<file path="config.mk">
export PLATFORM = sky130hd
export DESIGN_NAME = btn_conditioner
export DESIGN_NICKNAME = d
export VERILOG_FILES = /design/src/rtl/btn_conditioner.sv
export SDC_FILE = /design/constraint.sdc
export NUM_CORES = 1
export LEC_CHECK = 0
export BUFFER_PORTS_ARGS = -buffer_cell sky130_fd_sc_hd__buf_2
export CORE_AREA = 2 2 201 203
export DETAILED_ROUTE_END_ITERATION = 10
export DIE_AREA = 0 0 203 205
export GPL_TIMING_DRIVEN = 1
export PLACE_DENSITY = 0.43
export SLEW_MARGIN = 20
export SYNTH_ARGS = -nofsm -noshare
export SYNTH_HDL_FRONTEND = slang
export SYNTH_SLANG_ARGS = --single-unit
</file>
<file path="constraint.sdc">
create_clock -name CLK25M -period 3.3 [get_ports CLK25M]
set_input_delay 0.66 -clock CLK25M [delete_from_list [all_inputs] [get_ports CLK25M]]
set_output_delay 0.66 -clock CLK25M [all_outputs]
set_load 0.01 [all_outputs]
</file>
<file path="src/rtl/btn_conditioner.sv">
// Push-button conditioner: per-button 2-flop synchroniser, debounce with
// registered level, one-cycle press/release strobes, and masked auto-repeat.

// One button: sync -> debounce -> repeat FSM, all outputs registered.
module btn_conditioner_lane #(
  parameter int DEBOUNCE_CYC = 250000,
  parameter int REPEAT_DELAY = 4000000,
  parameter int REPEAT_RATE  = 1250000,
  parameter bit REPEAT_EN    = 1'b0
) (
  input  logic clk_i,
  input  logic rst_ni,
  input  logic raw_i,
  output logic level_o,
  output logic press_o,
  output logic release_o
);
  localparam int RMAX = (REPEAT_DELAY > REPEAT_RATE) ? REPEAT_DELAY : REPEAT_RATE;
  localparam int DCW  = (DEBOUNCE_CYC > 0) ? $clog2(DEBOUNCE_CYC + 1) : 1;
  localparam int RCW  = $clog2(RMAX + 1);
  localparam logic [DCW-1:0] DC_LAST = DCW'(DEBOUNCE_CYC - 1);
  localparam logic [RCW-1:0] RD_LAST = RCW'(REPEAT_DELAY - 1);
  localparam logic [RCW-1:0] RR_LAST = RCW'(REPEAT_RATE - 1);

  typedef enum logic [1:0] {IDLE, DELAY, RPT} state_t;

  logic           s1_q, s2_q;
  logic [DCW-1:0] dcnt_q, dcnt_d;
  logic           level_q, level_d;
  logic           press_q, press_d;
  logic           release_q, release_d;
  logic           acc_rise, acc_fall;
  state_t         state_q, state_d;
  logic [RCW-1:0] rcnt_q, rcnt_d;
  logic           rep_fire;

  // Synchroniser, debounce state and registered outputs.
  always_ff @(posedge clk_i or negedge rst_ni) begin
    if (!rst_ni) begin
      s1_q      <= 1'b0;
      s2_q      <= 1'b0;
      dcnt_q    <= '0;
      level_q   <= 1'b0;
      press_q   <= 1'b0;
      release_q <= 1'b0;
    end else begin
      s1_q      <= raw_i;
      s2_q      <= s1_q;
      dcnt_q    <= dcnt_d;
      level_q   <= level_d;
      press_q   <= press_d;
      release_q <= release_d;
    end
  end

  // Debounce: accept s2 only after DEBOUNCE_CYC consecutive differing cycles.
  always_comb begin
    dcnt_d   = dcnt_q;
    level_d  = level_q;
    acc_rise = 1'b0;
    acc_fall = 1'b0;
    if (s2_q == level_q) begin
      dcnt_d = '0;
    end else if (dcnt_q == DC_LAST) begin
      dcnt_d   = '0;
      level_d  = s2_q;
      acc_rise = s2_q;
      acc_fall = ~s2_q;
    end else begin
      dcnt_d = dcnt_q + 1'b1;
    end
  end

  // Repeat FSM state register.
  always_ff @(posedge clk_i or negedge rst_ni) begin
    if (!rst_ni) begin
      state_q <= IDLE;
      rcnt_q  <= '0;
    end else begin
      state_q <= state_d;
      rcnt_q  <= rcnt_d;
    end
  end

  // Repeat FSM next state; an accepted release always wins.
  always_comb begin
    state_d = state_q;
    rcnt_d  = rcnt_q;
    case (state_q)
      IDLE: begin
        if (acc_rise && REPEAT_EN) begin
          state_d = DELAY;
          rcnt_d  = '0;
        end
      end
      DELAY: begin
        if (rcnt_q == RD_LAST) begin
          state_d = RPT;
          rcnt_d  = '0;
        end else begin
          rcnt_d = rcnt_q + 1'b1;
        end
      end
      RPT: begin
        if (rcnt_q == RR_LAST) rcnt_d = '0;
        else                   rcnt_d = rcnt_q + 1'b1;
      end
      default: begin
        state_d = IDLE;
        rcnt_d  = '0;
      end
    endcase
    if (acc_fall) begin
      state_d = IDLE;
      rcnt_d  = '0;
    end
  end

  // Repeat FSM output: tick at the end of each delay/rate period unless released.
  always_comb begin
    rep_fire = 1'b0;
    if ((state_q == DELAY && rcnt_q == RD_LAST) || (state_q == RPT && rcnt_q == RR_LAST))
      rep_fire = ~acc_fall;
  end

  // Strobe next-state: press edge or repeat tick, release edge.
  always_comb begin
    press_d   = acc_rise | rep_fire;
    release_d = acc_fall;
  end

  assign level_o   = level_q;
  assign press_o   = press_q;
  assign release_o = release_q;
endmodule

// Top: array of independent per-button lanes.
module btn_conditioner #(
  parameter int               N_BTN        = 5,
  parameter int               DEBOUNCE_CYC = 250000,
  parameter int               REPEAT_DELAY = 4000000,
  parameter int               REPEAT_RATE  = 1250000,
  parameter logic [N_BTN-1:0] REPEAT_MASK  = 5'b01110
) (
  input  logic             CLK25M,
  input  logic             RST_N,
  input  logic [N_BTN-1:0] BTN_IN,
  output logic [N_BTN-1:0] BTN_LEVEL,
  output logic [N_BTN-1:0] BTN_PRESS,
  output logic [N_BTN-1:0] BTN_RELEASE
);
  for (genvar g = 0; g < N_BTN; g++) begin : g_lane
    btn_conditioner_lane #(
      .DEBOUNCE_CYC(DEBOUNCE_CYC),
      .REPEAT_DELAY(REPEAT_DELAY),
      .REPEAT_RATE (REPEAT_RATE),
      .REPEAT_EN   (REPEAT_MASK[g])
    ) u_lane (
      .clk_i    (CLK25M),
      .rst_ni   (RST_N),
      .raw_i    (BTN_IN[g]),
      .level_o  (BTN_LEVEL[g]),
      .press_o  (BTN_PRESS[g]),
      .release_o(BTN_RELEASE[g])
    );
  end
endmodule

</file>
After elaboration in Yosys (flattened, before gate mapping)
Cells that the tools add are included.
{"block": "totals", "latch_bits": 0, "mem_count": 0, "ramBits": 0, "regBits": 235, "elab_cells": 223, "rom_bits": 0, "out_inout_bits": 15}
{"block": "classes", "n_addsub": 10, "n_mul": 0, "shifts": 0, "bitwise": 20, "n_lt_le_gt_ge": 0, "n_reduce_logical": 32, "n_div": 0, "n_eq_ne": 45, "mux": 76}
{"op": "$mux W22", "n": 18}
{"op": "$pmux W22 S3", "n": 5}
{"op": "$mux W18", "n": 10}
{"op": "$add A22 B1 Y22 const B", "n": 5}
{"op": "$eq A22 B21 Y1 const B", "n": 5}
{"op": "$eq A22 B22 Y1 const B", "n": 5}
{"op": "$add A18 B1 Y18 const B", "n": 5}
{"op": "$eq A18 B18 Y1 const B", "n": 5}
{"op": "$mux W2", "n": 13}
{"op": "$mux W1", "n": 25}
{"op": "$ne A3 B1 Y1 const B", "n": 8}
{"op": "$pmux W2 S3", "n": 3}
{"op": "$not A1 Y1", "n": 15}
{"op": "$ne A2 B1 Y1 const B", "n": 7}
{"op": "$reduce_and A2 Y1", "n": 7}
{"op": "$eq A2 B1 Y1 const B", "n": 5}
{"op": "$eq A2 B2 Y1 const B", "n": 5}
{"op": "$logic_and A1 B1 Y1", "n": 10}
{"op": "$logic_not A2 Y1", "n": 5}
{"op": "$reduce_and A3 Y1", "n": 3}
{"op": "$pmux W2 S2", "n": 2}
{"op": "$eq A1 B1 Y1", "n": 5}
{"op": "$logic_or A1 B1 Y1", "n": 5}
{"op": "$or A1 B1 Y1", "n": 5}
{"op": "$reduce_or A2 Y1", "n": 2}

Logic depth before layout (Yosys ltp)
Gate-level depths: netlist (run 1).
{"block": "depth", "word_depth": 6, "depth_mapped": 9}

Cells and area by module
From an unflattened synthesis (run 1), not the netlist that was laid out.
{"block": "unflattened", "cells_unflattened": 1055, "area_unflattened_um2": 10297.4}
{"module": "btn_conditioner_lane at g_lane[2].u_lane ...", "n_inst": 2, "cells_each": 270, "area_per_inst_um2": 2656.3}
{"module": "btn_conditioner_lane at g_lane[1].u_lane", "n_inst": 1, "cells_each": 311, "area_per_inst_um2": 2830.2}
{"module": "btn_conditioner_lane at g_lane[0].u_lane ...", "n_inst": 2, "cells_each": 102, "area_per_inst_um2": 1077.3}

Worst setup path before layout (run 1)
OpenSTA, ideal clock, no wires.
{"block": "synth_timing", "path_kind": "reg-to-reg", "start": "register g_lane[1].u_lane.rcnt_q[18]", "end": "register g_lane[1].u_lane.rcnt_q[11]", "arrival_time_ns": 2.275, "setup_ns": 0.128, "path_stages_with_launch": 9, "required_time_ns": 3.172, "period_less_slack_ns": 2.402, "path_slack_ns": 0.898, "cell_sequence": "dfrtp_1 or4b_1 or4_1 o21a_1 o21a_1 buf_6 buf_8 a31oi_1 o31ai_1"}
{"block": "synth_between", "elab_chain_len": 4}
{"item": "start: declaration", "line": "34", "source": "logic [RCW-1:0] rcnt_q, rcnt_d;"}
{"item": "start signal: assignment", "line": "81", "source": "rcnt_q <= rcnt_d;"}
{"item": "$eq A22 B21 Y1 or $eq A22 B22 Y1 (tied branches)", "line": "105, 97"}
{"item": "$mux W22, on equally long branches", "line": "105, 97"}
{"item": "$pmux W22 S3 (*)", "line": "89", "source": "case (state_q)"}
{"item": "$mux W22 (*)", "line": "113", "source": "if (acc_fall) begin"}
Mark *: on every way between the ends. The rest lies on a longest branch, timed or not.
A chain may end at the register's enable or synchronous reset.

Worst setup path in the final report (run 1)
{"block": "layout_timing", "start": "register g_lane[1].u_lane.rcnt_q[19]", "end": "register g_lane[1].u_lane.rcnt_q[4]"}
Same word-level chain as after synthesis.

==> qor.txt, run 1 <==
OUTCOME
------------------------------------------------------------------------------------
Run status                                                              complete, no violations

CLOCK NETWORK
------------------------------------------------------------------------------------
PostCTS Resize Cnt                                                                 0
Number of buffers created by CTS                                                  17
Hold Buf Count CTS                                                                 0
Clock slew seen by the registers of the worst setup and hold paths           0.07 ns
Root buffer cell                                                           clkbuf_16
Clock latency on the worst-skew pair                                         0.45 ns
Number of buffers on the longest clock path                                        2
Number of H-tree levels                                                            4
Post-CTS setup buffer count                                                        0
Clock tree from TritonCTS                                                        yes
Sink count of the clock tree                                                     187

GRT
------------------------------------------------------------------------------------
Vias in the first global route                                                  7082
Tot GR Track Use                                                              10.87%
Overall overflow remaining after global route                                      0
Initial antenna violation count                                                    0
Global-route wire length before repair                                      36.86 mm
Pin count of the biggest net entering global routing                              84

FLOORPLAN
------------------------------------------------------------------------------------
Area of the die                                                            41620 um2
Die H                                                                         205 um
Starting density of the core                                                  24.71%
# rows                                                                            73
Number of top-level pins                                                          22
Horizontal die dimension                                                      203 um
Total core area                                                            39370 um2

PLACED DESIGN
------------------------------------------------------------------------------------
Final weighted congestion in routability-driven placement                     0.7335
Detail Placement HPWL                                                       13.68 mm
Cell area after placement                                                  10340 um2
Minimum setup slack after placement                                        0.5662 ns
Total of buffers placed on input and output ports                                 21

SYNTHESIS
------------------------------------------------------------------------------------
Number of enable flip-flop cells after synthesis                                   0
Post-synth top flop                                                          dfrtp_1
Number of nets produced by synthesis                                            1056
Sequential area share after synthesis                                         48.12%
Yosys Warn Count                                                                   0
Proportion of synthesized flip-flops having asynchronous set or reset         100.0%
Mapped cell area                                                            9726 um2
Synth cell types                                                                  65
#FFs+latches synth                                                               187
Cells after Synth                                                               1026
Avg Inst Size Synth                                                        9.479 um2

FINISH
------------------------------------------------------------------------------------
Nets                                                                            1059
Final std cell area, no fill                                               11010 um2
Highest-count cells in the layout ignoring fill and taps                dfrtp_1 (187), nor2_1 (134), nand2_1 (109), nand3_1 (92), xor2_1 (50)
Footprint of the multi-input gates                                          4695 um2
Sequential Area                                                             4679 um2
Commonest non-fill, non-tap cell in the layout                               dfrtp_1
Layout cells sized above 1                                                    8.445%
ANT cells                                                                          0
Fill cells                                                                      4117
Growth of design area from synthesis to finish                                13.19%

STA
------------------------------------------------------------------------------------
Worst clock skew on the final layout                                     0.009642 ns
Final hold violation count                                                         0
Number of max-slew violations in the final report                                  0
Final period util                                                             82.48%
Final count of negative-setup-slack endpoints                                      0
Transition at the pin with the smallest max-transition slack               0.9312 ns
Summed negative setup slack over all endpoints                                  0 ns
Final critical path time including I/O delays and setup                     2.722 ns
Fin worst setup slack                                                      0.5781 ns
F_max                                                                     0.3674 GHz
Hold_ws                                                                    0.2533 ns
RSZ-0062 raised after global routing                                           false
Max_slew headroom                                                             37.92%

ROUTE
------------------------------------------------------------------------------------
DRC violation count after routing                                                  0
Number of DRC markers after the initial detailed-route iteration                 347
Total wirelength of the detailed-routed design                              20.98 mm
Remaining antenna violation count                                                  0
Routed wirelength normalized by instance count                              13.39 um
Via count                                                                       7196
Mean number of vias per cell                                                   4.592
First-pass detailed-route iteration total                                          4

SETUP PATH
------------------------------------------------------------------------------------
Signal arrival time at the worst endpoint                                    3.06 ns
CP cell instances                                                       or4b_1, or4_1, o21a_1, o21a_1, a21o_1, a21o_1
R2R Setup Slk                                                                0.58 ns
Launching point of the worst reg2reg path                               g_lane[1].u_lane.rcnt_q[19]
WS Path Type                                                            flop to flop
Required time at the worst-slack endpoint                                    3.64 ns
Critical R2R Capture                                                    g_lane[1].u_lane.rcnt_q[4]
Depth of the worst register-to-register path                                       6
CP max-delay cell                                                              or4_1
Critical path fanouts, max                                                        19
Type of element launching the critical path                                     flop
Peak per-stage delay on the critical path                                    0.56 ns
Critical Path End Type                                                          flop

HOLD PATH
------------------------------------------------------------------------------------
Type of the most critical hold path                                     input pin to asynchronous set/reset pin

PWR
------------------------------------------------------------------------------------
Power density cells                                                     433.7 nW/um2
Peak ir drop on the vdd network                                            0.3589 mV
Total leakage power                                                      0.004626 uW
Final Total Pwr                                                              4774 uW

JOB
------------------------------------------------------------------------------------
Max Cap Violations                                                                 0

[routing by layer]
metal  share of wire (%)  up-vias  wire length, um  GRT usage [%]
li1                    -     3661                -              -
met1                  52     3466            10870          15.10
met2                  45       52             9424          16.70
met3                 2.1       17              434          2.386
met4                 1.2        0              257          3.624
met5                   0        -                0              0
[state kept, by name (all words and copies together), names as in the netlist]
name	count
g_lane.u_lane.dcnt_q	90
g_lane.u_lane.level_o	5
g_lane.u_lane.press_o	5
g_lane.u_lane.rcnt_q	66
g_lane.u_lane.release_o	5
g_lane.u_lane.s1_q	5
g_lane.u_lane.s2_q	5
g_lane.u_lane.state_q	6
[synthesized netlist by cell type, types with 3 or more instances]
cell type  count  area share (%)
a211o_1       13             1.2
a21o_1        10            0.77
a21oi_1        6            0.31
a22o_1         6            0.54
a31oi_1        7            0.45
and2_1        11            0.71
and3_1        21             1.4
and4_1        16             1.4
buf_2          6            0.31
buf_4         15             1.2
clkbuf_1      26             1.0
dfrtp_1      187              48
ha_1          23             3.0
inv_1         22            0.85
mux2_2         3            0.35
nand2_1      109             4.2
nand2b_1       7            0.45
nand3_1       92             4.7
nand3b_1       5            0.39
nand4_1       38             2.4
nor2_1       134             5.2
nor2b_1        6            0.39
nor3_1        27             1.4
nor3b_1        9            0.69
nor4_1        18             1.2
nor4b_1        6            0.54
nor4bb_1       3            0.31
o21a_1         4            0.31
o21ai_0       26             1.3
o311ai_0      21             1.9
o31a_1         5            0.45
o31ai_1       10            0.77
or2_2          5            0.32
or3_1          8            0.51
xnor2_1       34             3.1
xor2_1        50             4.5
[report_power, final]
part / switching (uW) / internal (uW) / total, uW
combinational: 77.0 / 26.4 / 103
clock: 948 / 1390 / 2340
sequential: 18.2 / 2310 / 2330
[worst max-delay path, delay by kind of cell, from the launching register on]
kind / cells / cell delay, ns
DFF: 1 / 0.43
AOI/OAI and AO/OA: 4 / 1.11
and+or+nand+nor: 2 / 1.07
[cell type report]
cell class              count  area share [%]
clock inverters            13           1.910
clock buffers              19           4.115
inverters                  22          0.7502
repair buffers             35           2.103
well taps                 525           5.967
multi-input cells         766           42.65
flip-flops and latches    187           42.51
[through the flow]
step	cells	utilization (%)
2_1_floorplan	1026	-
3_3_place_gp	1535	26.28
3_5_place_dp	1535	26.28
4_1_cts	1567	27.96
5_1_grt	1567	27.96
6_report	1567	27.96
[worst max path at each step]
stage / start / to / cells after the start
floorplan: g_lane[1].u_lane.rcnt_q[18] / g_lane[1].u_lane.rcnt_q[11] / 8
global placement: g_lane[1].u_lane.rcnt_q[19] / g_lane[1].u_lane.rcnt_q[4] / 6
detailed placement: g_lane[1].u_lane.rcnt_q[19] / g_lane[1].u_lane.rcnt_q[4] / 6
CTS: g_lane[1].u_lane.rcnt_q[19] / g_lane[1].u_lane.rcnt_q[4] / 6
global route: g_lane[2].u_lane.dcnt_q[0] / g_lane[2].u_lane.rcnt_q[9] / 7
finish: g_lane[1].u_lane.rcnt_q[19] / g_lane[1].u_lane.rcnt_q[4] / 6
[cell families after synthesis]
family,after synthesis,share of synthesized area [%]
and+or+nand+nor,532,27.89
AOI/OAI and AO/OA,123,9.353
buffers and inverters,73,3.667
adders and majority gates,23,2.959
xor gates and xnor gates,84,7.565
muxes,4,0.4503
DFF,187,48.12
(Power assumes the default switching activity.)
==> run 2: changes to the inputs <==
PLACE_DENSITY = 0.45   (was 0.43)
clock period = 2.2 ns   (was 3.3 ns; I/O delays follow)
==> qor.txt, run 2 (synthesis gave the netlist of run 1 again) <==
CLOCK NETWORK
---------------------------------------------------------------------------------
Number of buffers on the longest clock path                                     2   unchanged
Clock tree from TritonCTS                                                     yes
Number of buffers created by CTS                                               17   unchanged
Sink count of the clock tree                                                  187   unchanged
Number of H-tree levels                                                         4   unchanged
Clock latency on the worst-skew pair                                      0.45 ns   about the same
Root buffer cell                                                        clkbuf_16
Clock slew seen by the registers of the worst setup and hold paths        0.07 ns   about the same

ROUTE
---------------------------------------------------------------------------------
Met2 Routed Length                                                       10.94 mm   +16%
Via count                                                                    7771   +8.0%
Total wirelength of the detailed-routed design                           22.74 mm   +8.4%
M1 wire length                                                           11.01 mm   +1.3%
Top routing layer in use                                                     met4
Mean number of vias per cell                                                4.620   +0.61%
First-pass detailed-route iteration total                                       5   +1
Remaining antenna violation count                                               0   unchanged
DRC violation count after routing                                               0   unchanged
Number of DRC markers after the initial detailed-route iteration              345   -0.58%
Met3 routed wirelength                                                     432 um   -0.46%
Routed wirelength normalized by instance count                           13.52 um   +0.97%

STA
---------------------------------------------------------------------------------
Number of max-slew violations in the final report                               0   unchanged
Max_slew headroom                                                          62.66%   +25 points
Fin worst setup slack                                                  -0.2311 ns   -0.8091 ns
Final critical path time including I/O delays and setup                  2.431 ns   -0.2909 ns
Worst clock skew on the final layout                                   0.01154 ns   +0.001901 ns
Final period util                                                          110.5%   +28 points
RSZ-0062 raised after global routing                                         true
Final count of negative-setup-slack endpoints                                  42   +42
F_max                                                                  0.4113 GHz   +12%
Transition at the pin with the smallest max-transition slack            0.5560 ns   -0.3751 ns
Summed negative setup slack over all endpoints                          -6.491 ns   -6.491 ns
Final hold violation count                                                      0   unchanged
Hold_ws                                                                0.09456 ns   -0.1587 ns

FLOORPLAN
---------------------------------------------------------------------------------
Horizontal die dimension                                                   203 um   unchanged
Die H                                                                      205 um   unchanged
Number of top-level pins                                                       22   unchanged
Total core area                                                         39370 um2   unchanged
# rows                                                                         73   unchanged
Area of the die                                                         41620 um2   unchanged
Starting density of the core                                               24.71%   unchanged

SETUP PATH
---------------------------------------------------------------------------------
Critical Path End Type                                                       flop
Type of element launching the critical path                                  flop
Launching point of the worst reg2reg path                            g_lane[1].u_lane.rcnt_q[18]
Last element of the critical path                                    g_lane[1].u_lane.rcnt_q[1]
WS Path Type                                                         flop to flop
Critical path fanouts, max                                                     10   -9
R2R Setup Slk                                                            -0.23 ns   -0.81 ns
Depth of the worst register-to-register path                                    7   +1
Required time at the worst-slack endpoint                                 2.54 ns   -1.10 ns
Startpoint of the worst setup timing path                            g_lane[1].u_lane.rcnt_q[18]
Signal arrival time at the worst endpoint                                 2.77 ns   -0.29 ns
Critical R2R Capture                                                 g_lane[1].u_lane.rcnt_q[1]

FINISH
---------------------------------------------------------------------------------
Fill cells                                                                   4036   -2.0%
Commonest non-fill, non-tap cell in the layout                            dfrtp_1
Top register by number of flip-flops                                 g_lane.u_lane.dcnt_q
Layout cells sized above 1                                                 23.34%   +15 points
Final cell count without fillers                                             1682   +7.3%
Highest-count cells in the layout ignoring fill and taps             dfrtp_1 (187), nor2_1 (124), nand2_1 (107), buf_4 (106), nand3_1 (87)
Nets                                                                         1174   +11%
Final Util                                                                 31.48%   +3.5 points
Leading registers by flop count                                      g_lane.u_lane.dcnt_q (90), g_lane.u_lane.rcnt_q (66), g_lane.u_lane.state_q (6)
Sequential Area                                                          4679 um2   unchanged
Growth of design area from synthesis to finish                             27.40%
ANT cells                                                                       0   unchanged
Footprint of the multi-input gates                                       5149 um2   +9.7%
Max reg flops                                                                  90   unchanged

GRT
---------------------------------------------------------------------------------
Initial antenna violation count                                                 0   unchanged
Tot GR Track Use                                                           11.22%   +0.36 points
Vias in the first global route                                               7741   +9.3%
Pin count of the biggest net entering global routing                           56   -33%
Global-route wire length before repair                                   38.28 mm   +3.9%
Overall overflow remaining after global route                                   0   unchanged

PLACED DESIGN
---------------------------------------------------------------------------------
Inst Count DP                                                                1630   +6.2%
Detail Placement HPWL                                                    14.99 mm   +9.6%
Total of buffers placed on input and output ports                              21   unchanged
Final weighted congestion in routability-driven placement                  0.7547   +2.9%

OUTCOME
---------------------------------------------------------------------------------
Failing checks                                                       setup timing
Run status                                                           finished, violations left

HOLD PATH
---------------------------------------------------------------------------------
Worst Min Path Start                                                    BTN_IN[1]
Type of the most critical hold path                                  input pin to flop

PWR
---------------------------------------------------------------------------------
Peak ir drop on the vdd network                                         0.4449 mV   +24%
Power density cells                                                  543.9 nW/um2   +25%
Total leakage power                                                   0.005319 uW   +15%
Final Total Pwr                                                           6739 uW   +41%

JOB
---------------------------------------------------------------------------------
Max Cap Violations                                                              0   unchanged

[run 2: worst min-delay path by stage]
stage	cells past startpoint	slack (ns)	endpoint
after CTS	1	0.07	g_lane[1].u_lane.s1_q
final	1	0.09	g_lane[1].u_lane.s1_q
after floorplan	0	0.14	g_lane[0].u_lane.dcnt_q[0]
after detailed placement	0	0.34	g_lane[1].u_lane.s2_q
after global placement	0	0.33	g_lane[0].u_lane.s2_q
after global routing	1	0.06	g_lane[0].u_lane.s1_q
[run 2: power breakdown]
group          internal, uW  total [uW]  leakage, uW  switching (uW)
Sequential             3470        3490      0.00258            25.6
Clock                  1610        3070     0.000261            1460
Combinational          55.5         177      0.00248             122
[run 2: per-stage QoR]
step	area (um2)	worst slack, ns
final	12390	-0.2311
after global routing	12390	-0.2933
after floorplan	9756	-0.2023
after detailed placement	11100	-0.3100
after CTS	11980	-0.2283
after global placement	11100	-0.2710
[run 2: cell type report]
| type | instances | share of cell area (%) |
|---|---|---|
| Clock inverter | 14 | 1.101 |
| Clock buffer | 18 | 3.544 |
| Multi-Input combinational cell | 767 | 41.55 |
| Timing Repair Buffer | 149 | 10.07 |
| Sequential cell | 187 | 37.77 |
| Tap cell | 525 | 5.301 |
| Inverter | 22 | 0.6665 |
[run 2: critical path, stage by stage (launching register included)]
cell and delay (ns):
dfrtp_1 0.38, or4b_4 0.54, or4_4 0.56, o21a_4 0.23, o211ai_4 0.25, buf_6 0.18, buf_4 0.13, o21ai_1 0.05
[run 2: what timing repair did]
action | 4_1_cts | 5_1_grt
resized for setup | 59 | 70
cloned | 4 | 2
buffers inserted | 7 | 6
pin swaps | 36 | 40
hold endpoints to repair | 50 | 0
hold buffers | 1 | 0
setup endpoints to repair | 58 | 68
[run 2: per-layer routing]
layer  GRT usage [%]  up-vias
met5               0        -
li1                -     3888
met4           4.484        0
met2           18.47       73
met3           2.068       17
met1           14.57     3793
==> run 3: changes to the inputs <==
PLACE_DENSITY = 0.39   (was 0.45)
==> qor.txt, run 3 (synthesis gave the netlist of run 1 again) <==
OUTCOME
---------------------------------------------------------------------------------
Run status                                                           finished, violations left
Failing checks                                                       setup timing

STA
---------------------------------------------------------------------------------
Worst clock skew on the final layout                                  0.008080 ns   -0.003463 ns
Final count of negative-setup-slack endpoints                                  42   unchanged
F_max                                                                  0.3977 GHz   -3.3%
Final critical path time including I/O delays and setup                  2.514 ns   +0.08336 ns
Transition at the pin with the smallest max-transition slack            0.4996 ns   -0.05647 ns
Max_slew headroom                                                          66.41%   +3.7 points
Final hold violation count                                                      0   unchanged
RSZ-0062 raised after global routing                                         true
Number of max-slew violations in the final report                               0   unchanged
Hold_ws                                                                0.09231 ns   -0.002254 ns
Final period util                                                          114.3%   +3.8 points
Fin worst setup slack                                                  -0.3144 ns   -0.08336 ns

FLOORPLAN
---------------------------------------------------------------------------------
Area of the die                                                         41620 um2   unchanged
Starting density of the core                                               24.71%   unchanged
Total core area                                                         39370 um2   unchanged
Die H                                                                      205 um   unchanged
# rows                                                                         73   unchanged
Number of top-level pins                                                       22   unchanged
Horizontal die dimension                                                   203 um   unchanged

SETUP PATH
---------------------------------------------------------------------------------
Signal arrival time at the worst endpoint                                 2.86 ns   +0.09 ns
WS Path Type                                                         flop to flop
Critical R2R Capture                                                 g_lane[1].u_lane.rcnt_q[4]
Peak per-stage delay on the critical path                                 0.55 ns   about the same
Critical path fanouts, max                                                      6   -4
Critical Path End Type                                                       flop
Required time at the worst-slack endpoint                                 2.54 ns   about the same
CP max-delay cell                                                           or4_4
Type of element launching the critical path                                  flop
Total buffers and inverters traversed by the critical path                      2   unchanged
Most common cell on crit path                                               buf_6
Critical Path Stages                                                            8   +1
R2R Setup Slk                                                            -0.31 ns   -0.08 ns
CP cell instances                                                    or4b_4, or4_4, o21a_1, buf_6, o211ai_4, buf_6, nor3_2, a21o_1
Cell family contributing the most delay on the critical path         simple AND/OR/NAND/NOR gates
Launching point of the worst reg2reg path                            g_lane[1].u_lane.rcnt_q[5]
Depth of the worst register-to-register path                                    8   +1

JOB
---------------------------------------------------------------------------------
Max Cap Violations                                                              0   unchanged

PWR
---------------------------------------------------------------------------------
Peak ir drop on the vdd network                                         0.4189 mV   -5.8%
Total leakage power                                                   0.005409 uW   +1.7%
Power density cells                                                  556.5 nW/um2   +2.3%
Cell-internal power                                                       5290 uW   +3.0%
Clock share of power                                                        47.1%   +1.6 points
Switching power as a share of total power                                  23.77%   -0.042 points
Relative contribution of combinational cells to total power                  2.6%   about the same
Portion of total power attributed to sequential cells                       50.3%   -1.5 points
Net switching power of the design                                         1649 uW   +2.8%

CLOCK NETWORK
---------------------------------------------------------------------------------
Clock slew seen by the registers of the worst setup and hold paths        0.08 ns   about the same
Sink count of the clock tree                                                  187   unchanged
Number of buffers created by CTS                                               17   unchanged
Number of buffers on the longest clock path                                     2   unchanged
Clock tree from TritonCTS                                                     yes
Number of H-tree levels                                                         4   unchanged
Root buffer cell                                                        clkbuf_16
Clock latency on the worst-skew pair                                      0.45 ns   about the same

FINISH
---------------------------------------------------------------------------------
Highest-count cells in the layout ignoring fill and taps             dfrtp_1 (187), nor2_1 (128), buf_4 (118), nand2_1 (107), nand3_1 (90)
Top register by number of flip-flops                                 g_lane.u_lane.dcnt_q
Commonest non-fill, non-tap cell in the layout                            dfrtp_1
Leading registers by flop count                                      g_lane.u_lane.dcnt_q (90), g_lane.u_lane.rcnt_q (66), g_lane.u_lane.state_q (6)
Max reg flops                                                                  90   unchanged
Growth of design area from synthesis to finish                             28.21%
ANT cells                                                                       0   unchanged
Final Util                                                                 31.68%   +0.20 points
Layout cells sized above 1                                                 23.44%   +0.10 points
Nets                                                                         1186   +1.0%

ROUTE
---------------------------------------------------------------------------------
M1 wire length                                                           11.74 mm   +6.6%
Mean number of vias per cell                                                4.622   about the same
DRC violation count after routing                                               0   unchanged
Remaining antenna violation count                                               0   unchanged
Met3 routed wirelength                                                     558 um   +29%
Met2 Routed Length                                                       10.84 mm   -0.97%
Number of DRC markers after the initial detailed-route iteration              355   +2.9%
Top routing layer in use                                                     met4
Via count                                                                    7829   +0.75%
First-pass detailed-route iteration total                                       4   -1
Total wirelength of the detailed-routed design                           23.48 mm   +3.2%
Routed wirelength normalized by instance count                           13.86 um   +2.5%

PLACED DESIGN
---------------------------------------------------------------------------------
Minimum setup slack after placement                                    -0.3698 ns   -0.05974 ns
Final weighted congestion in routability-driven placement                  0.7370   -2.3%
Total of buffers placed on input and output ports                              21   unchanged
Detail Placement HPWL                                                    15.62 mm   +4.2%

HOLD PATH
---------------------------------------------------------------------------------
Type of the most critical hold path                                  input pin to flop
Worst min-delay path endpoint                                        g_lane[0].u_lane.s1_q
Cells on Worst Hold Path                                                        1   unchanged
Worst Min Path Start                                                    BTN_IN[0]

GRT
---------------------------------------------------------------------------------
Tot GR Track Use                                                           11.90%   +0.68 points
Vias in the first global route                                               7814   +0.94%
Overall overflow remaining after global route                                   0   unchanged
Pin count of the biggest net entering global routing                           47   -16%
Initial antenna violation count                                                 1   +1
Global-route wire length before repair                                   39.99 mm   +4.5%

==> run 3: cell types whose count changed in the layout (fill, tap and decap cells not counted), sizes merged <==
cell,before,now
buf,147,160
clkinvlp,7,3
bufinv,1,2
clkbuf,19,20
clkinv,1,2
inv,27,28
o31a,6,5
==> run 3: worst max path at each step <==
stage	start	slack [ns]	end
after detailed placement	g_lane[1].u_lane.rcnt_q[19]	-0.37	g_lane[1].u_lane.rcnt_q[4]
after CTS	g_lane[1].u_lane.rcnt_q[4]	-0.35	g_lane[1].u_lane.rcnt_q[12]
after global routing	g_lane[1].u_lane.rcnt_q[4]	-0.41	g_lane[1].u_lane.rcnt_q[20]
after global placement	g_lane[1].u_lane.rcnt_q[19]	-0.35	g_lane[1].u_lane.rcnt_q[4]
after floorplan	g_lane[1].u_lane.rcnt_q[18]	-0.20	g_lane[1].u_lane.rcnt_q[11]
final	g_lane[1].u_lane.rcnt_q[5]	-0.31	g_lane[1].u_lane.rcnt_q[4]
==> run 3: routing by layer <==
metal  vias up  global-route usage, %
li1       3911                      -
met1      3824                  16.43
met2        68                  18.76
met3        26                  2.100
met4         0                  4.067
met5         -                      0
==> run 3: layout make-up <==
| class | instances | area [um2] |
|---|---|---|
| tap | 525 | 656.9 |
| fill | 4080 | 26900 |
| clock inverter | 13 | 155.1 |
| timing repair buffer | 162 | 1344 |
| clock buffer | 19 | 452.9 |
| multi-input combinational | 766 | 5099 |
| sequential | 187 | 4679 |
| inverter | 22 | 82.58 |
==> run 3: timing repair <==
item	4_1_cts	5_1_grt
setup buffers	6	4
gates cloned	7	0
pin swaps	42	12
setup endpoints to repair	65	68
hold buffers	1	0
gates resized for setup	51	56
endpoints found under the hold margin	39	0
==> run 3: metrics by stage <==
stage | instances | cell area, um2 | total power [uW] | TNS, ns
2_1_floorplan | 1026 | 9756 | 3616 | -1.729
3_3_place_gp | 1644 | 11220 | 3751 | -8.834
3_5_place_dp | 1644 | 11220 | 3750 | -8.995
4_1_cts | 1690 | 12210 | 7082 | -8.269
5_1_grt | 1694 | 12470 | 7237 | -11.83
6_report | 1694 | 12470 | 6939 | -7.496
==> run 3: power by group through the flow <==
stage	sequential [uW]	clock (uW)	combinational [uW]
after detailed placement	3560	0	192
after floorplan	3550	0	60.9
after global placement	3560	0	193
after CTS	3490	3400	194
final	3490	3270	182
after global routing	3500	3520	216
